## src/rtl/mem_arbiter_rv.sv

```systemverilog
// mem_arbiter_rv: shares one single-ported memory between the fetch port and
// the data port. One transaction in flight at a time; data has priority, but
// after MAX_DGRANT consecutive contested data wins the fetch port is forced in.
module mem_arbiter_rv #(
  parameter int unsigned ADDR_W     = 32,
  parameter int unsigned DATA_W     = 32,
  parameter int unsigned MAX_DGRANT = 4
) (
  input  logic              clk,
  input  logic              rst,
  // fetch port
  input  logic              if_req,
  input  logic [ADDR_W-1:0] if_addr,
  output logic              if_gnt,
  output logic              if_rvalid,
  output logic [DATA_W-1:0] if_rdata,
  // data port
  input  logic              d_req,
  input  logic              d_we,
  input  logic [ADDR_W-1:0] d_addr,
  input  logic [DATA_W-1:0] d_wdata,
  output logic              d_gnt,
  output logic              d_rvalid,
  output logic [DATA_W-1:0] d_rdata,
  // memory port
  output logic              mem_req,
  output logic              mem_we,
  output logic [ADDR_W-1:0] mem_addr,
  output logic [DATA_W-1:0] mem_wdata,
  input  logic              mem_gnt,
  input  logic              mem_rvalid,
  input  logic [DATA_W-1:0] mem_rdata,
  output logic              busy
);

  localparam int unsigned CNT_W = 4;

  typedef enum logic [1:0] {
    IDLE = 2'd0,
    REQ  = 2'd1,
    RESP = 2'd2
  } state_e;

  state_e              state_q, state_d;
  logic                owner_q, owner_d;   // 1 = data port owns the transaction
  logic [CNT_W-1:0]    dcount_q, dcount_d;
  logic                mem_req_q, mem_req_d;
  logic                mem_we_q, mem_we_d;
  logic [ADDR_W-1:0]   mem_addr_q, mem_addr_d;
  logic [DATA_W-1:0]   mem_wdata_q, mem_wdata_d;
  logic                fetch_win;

  // State and memory-request registers
  always_ff @(posedge clk or posedge rst) begin
    if (rst) begin
      state_q     <= IDLE;
      owner_q     <= 1'b0;
      dcount_q    <= '0;
      mem_req_q   <= 1'b0;
      mem_we_q    <= 1'b0;
      mem_addr_q  <= '0;
      mem_wdata_q <= '0;
    end else begin
      state_q     <= state_d;
      owner_q     <= owner_d;
      dcount_q    <= dcount_d;
      mem_req_q   <= mem_req_d;
      mem_we_q    <= mem_we_d;
      mem_addr_q  <= mem_addr_d;
      mem_wdata_q <= mem_wdata_d;
    end
  end

  // Arbitration, next-state and grant/rvalid strobes
  always_comb begin
    state_d     = state_q;
    owner_d     = owner_q;
    dcount_d    = dcount_q;
    mem_req_d   = mem_req_q;
    mem_we_d    = mem_we_q;
    mem_addr_d  = mem_addr_q;
    mem_wdata_d = mem_wdata_q;
    if_gnt      = 1'b0;
    d_gnt       = 1'b0;
    if_rvalid   = 1'b0;
    d_rvalid    = 1'b0;
    fetch_win   = if_req && (!d_req || (dcount_q == CNT_W'(MAX_DGRANT)));

    case (state_q)
      IDLE: begin
        if (if_req || d_req) begin
          state_d   = REQ;
          mem_req_d = 1'b1;
          if (fetch_win) begin
            owner_d     = 1'b0;
            mem_we_d    = 1'b0;
            mem_addr_d  = if_addr;
            mem_wdata_d = '0;
            dcount_d    = '0;
          end else begin
            owner_d     = 1'b1;
            mem_we_d    = d_we;
            mem_addr_d  = d_addr;
            mem_wdata_d = d_wdata;
            if (!if_req) begin
              dcount_d = '0;
            end else if (dcount_q != CNT_W'(MAX_DGRANT)) begin
              dcount_d = CNT_W'(dcount_q + CNT_W'(1));
            end
          end
        end
      end
      REQ: begin
        if (mem_gnt) begin
          if_gnt    = !owner_q;
          d_gnt     = owner_q;
          mem_req_d = 1'b0;
          state_d   = mem_we_q ? IDLE : RESP;
        end
      end
      RESP: begin
        if (mem_rvalid) begin
          if_rvalid = !owner_q;
          d_rvalid  = owner_q;
          state_d   = IDLE;
        end
      end
      default: begin
        state_d   = IDLE;
        mem_req_d = 1'b0;
      end
    endcase
  end

  // Read data passes through only in the owner's rvalid cycle
  assign if_rdata  = if_rvalid ? mem_rdata : '0;
  assign d_rdata   = d_rvalid  ? mem_rdata : '0;

  assign mem_req   = mem_req_q;
  assign mem_we    = mem_we_q;
  assign mem_addr  = mem_addr_q;
  assign mem_wdata = mem_wdata_q;
  assign busy      = (state_q != IDLE);

endmodule

```

## config.mk

```make
export PLATFORM = sky130hd
export DESIGN_NAME = mem_arbiter_rv
export DESIGN_NICKNAME = d
export VERILOG_FILES = /design/src/rtl/mem_arbiter_rv.sv
export SDC_FILE = /design/constraint.sdc
export NUM_CORES = 1
export LEC_CHECK = 0
export BUFFER_PORTS_ARGS = -buffer_cell sky130_fd_sc_hd__buf_2
export CAP_MARGIN = 20
export CORE_AREA = 2 2 105 107
export DETAILED_ROUTE_END_ITERATION = 12
export DIE_AREA = 0 0 107 109
export GPL_TIMING_DRIVEN = 0
export PLACE_DENSITY = 0.81
export SLEW_MARGIN = 20
export SYNTH_ARGS = -nofsm -noshare
export SYNTH_HDL_FRONTEND = slang
export SYNTH_SLANG_ARGS = --single-unit
```

## constraint.sdc

```tcl
create_clock -name clk -period 2.91 [get_ports clk]
set_input_delay 0.582 -clock clk [delete_from_list [all_inputs] [get_ports clk]]
set_output_delay 0.582 -clock clk [all_outputs]
set_load 0.02 [all_outputs]
```

==> results.cfg <==
[synthesis]
synthAdderAreaFrac_pct = 0.6530
yosys_warnings = 0
synth_most_common_cell = nand2_1
syn_nets = 573
synth.top_cells.by_count = nand2_1 (104), dfrtp_1 (73), a21oi_1 (64), and2_1 (64), nor2_1 (35)
synth_xor_area_share_pct = 0
synth.area.top_cells = dfrtp_1 (48%), and2_1 (10%), nand2_1 (10%)
ys_seq_area_share_pct = 47.67
synthMuxAreaShare_pct = 0
synth_edf_count = 0
synth_compound_area_share_pct = 11.00
synth_top_family_by_area = simple AND/OR/NAND/NOR gates
synthArstFlopShare_pct = 100.0
synth_area_um2 = 3832
synth_top_area_cell = dfrtp_1
yosysUniqueCellTypes = 34
synth_top_area_share_pct = 47.67
syn_area_per_cell_um2 = 8.790
netlist_instances = 436
synth-seq-cells = 73
synth-simple-area-share_pct = 34.74
ys.flop_type = dfrtp_1

[power]
comb_power_share_pct = 49.4
powerDensity_nw_per_um2 = 954.6
total_power_mw = 5.375
pwr-share-clk_pct = 18.2
leakagePower_nw = 3.221
power.share.switching_pct = 44.68
p_int_mw = 2.974
ir_drop_mv = 0.4117
p_switching_mw = 2.401
p_seq_share_pct = 32.4

[floorplan]
die_y_um = 109
fp-row-count = 38
die_w_um = 107
core_um2 = 10600
io_pins = 270
fp.dieArea_um2 = 11660
start_util_pct = 36.15

[worst_setup_path]
required_ns = 2.33
max_stage_delay_ns = 0.42
arrival_ns = 1.77
cpLargestDelayFamily = simple AND/OR/NAND/NOR gates
critPathBufInv = 2
crit_fanout = 10
endpoint_kind = output pin
start_kind = flop
path_cells = nor2b_1 -> and3_1 -> clkbuf_2 -> and2_1 -> buf_2
critPathKind = reg2out
cp_slowest_cell = dfrtp_1

[place]
portBuffers = 269
gp_congestion = 0.8312
dp_hpwl_mm = 10.14
placed_area_um2 = 5384

[sta]
clock.fmax_mhz = 425.5
relSlewSlack_pct = 58.04
worst_slew_pin_slew_ns = 0.6294
setup_violations = 0
rsz0062_at_grt = false
hold_ws_ns = 0.2234
finalHoldViolations = 0
finalMaxSlewViolations = 0
finClkSkew_ns = 0.01374
fin_crit_ns = 2.350
post-route-period-util_pct = 80.77

[clocking]
cts_setup_buffers = 0
ctsHtreeMaxLevel = 3
clk-insertion-delay-late_ns = 0.34
cts_resized = 0
cts_inserted_buffers = 9
hold_buffers = 0
cts_buffer_depth = 2
cts_tree = yes
ctsRootBufferMaster = clkbuf_8
cts_num_sinks = 73
clk_pin_slew_ns = 0.08

[cells_and_area]
fin_area_um2 = 5630
nets = 854
fill_cells = 1040
layout-drive-gt1-share_pct = 48.20
syn_to_final_growth_pct = 46.91

[routing]
antenna_left = 0
drt_iter0_markers = 245
dr.pass1.iters = 6
wl_per_cell_um = 14.75
routed_wl_mm = 12.73
avgViaCountPerCell = 4.615
vias = 3983
post-route-drc-count = 0

[global_route]
grt_max_degree = 47
grt_usage_pct = 21.53
grt_pass1_wl_mm = 19.38
met3_usage_pct = 4.662
grt.busiest_layer = met2
antenna_found_initial = 1
grt_use_met2_pct = 40.40
grt.met1_usage_pct = 24.82
grt_pass1_vias = 3808
gr-total-overflow = 0

[hold_path]
min_path_type = in2async

[run_status]
status = finished clean

[flow_run]
cap_violations = 0
-- cell usage in the layout, fill, tap and decap left out, types with 2 or more instances in the layout --
cell       instances
nand2_1          104
inv_1              4
buf_2            279
nand3_1            5
buf_4              4
dfrtp_1           73
buf_6              8
nor2_1            35
nand3_2           30
o21ai_0            4
and2_1            64
bufinv_16          3
clkbuf_2           4
clkbuf_8          10
and3_1             2
a21oi_1           64
ha_1               2
clkbuf_1           5
-- power groups by stage --
stage                     combinational, mW  clock (mW)  sequential [mW]
after floorplan                        1.19           0             2.27
after global placement                 2.64           0             1.74
after detailed placement               2.70           0             1.75
after CTS                              2.70        1.00             1.74
after global routing                   2.94        1.06             1.80
final                                  2.66       0.978             1.74
-- worst paths after layout --
kind / from / to / slack (ns) / cells past startpoint
hold / removal: rst / mem_wdata[3] / 0.22 / 2
setup reg to reg: dcount_q[0] / mem_addr[12] / 1.30 / 7
min in group clk: d_wdata[11] / mem_wdata[11] / 0.46 / 3
hold reg to reg: mem_wdata[18] / mem_wdata[18] / 0.47 / 2
max in group asynchronous: rst / dcount_q[1] / 2.13 / 3
setup / recovery: state_q[0] / d_rdata[10] / 0.56 / 5
-- metal layers --
| metal | routed length [um] | part of all wire, % |
|---|---|---|
| met5 | 0 | 0 |
| met2 | 6889 | 54 |
| met4 | 184 | 1.4 |
| met3 | 823 | 6.5 |
| met1 | 4834 | 38 |
-- state kept, by name, summed over array words and instances, names as in the netlist --
signal and cells:
dcount_q 4, mem_addr 32, mem_req 1, mem_wdata 32, mem_we 1, owner_q 1, state_q 2
-- area by class of cell --
class	count	area, um2	share of cell area (%)
timing repair buffer	270	1374	24.40
clock inverter	5	102.6	1.822
inverter	6	25.02	0.4444
buffer	30	205.2	3.644
tap	140	175.2	3.111
antenna	1	2.502	0.04444
clock buffer	11	141.4	2.511
multi-input combinational	327	1778	31.58
sequential	73	1827	32.44
-- per-stage QoR --
step / instances / util [%] / worst slack, ns / setup TNS, ns
after floorplan: 436 / - / 0.4747 / 0
after CTS: 862 / 53.08 / 0.5183 / 0
after detailed placement: 846 / 50.78 / 0.8453 / 0
final: 863 / 53.10 / 0.5596 / 0
after global routing: 863 / 53.10 / 0.3941 / 0
after global placement: 845 / 50.50 / -0.4917 / -35.66
-- cells by family after synthesis --
family | after synthesis
compound gates | 77
fa+ha+maj | 2
buf+inv | 36
flops | 73
simple gates | 248
-- worst reg2reg max path: stages (launching register included) --
cell,delay (ns)
dfrtp_1,0.42
inv_1,0.07
ha_1,0.19
nand3b_4,0.12
a21boi_4,0.26
buf_6,0.18
a21oi_1,0.07
a21oi_1,0.21
No activity file was read; power rests on OpenSTA's default activity.
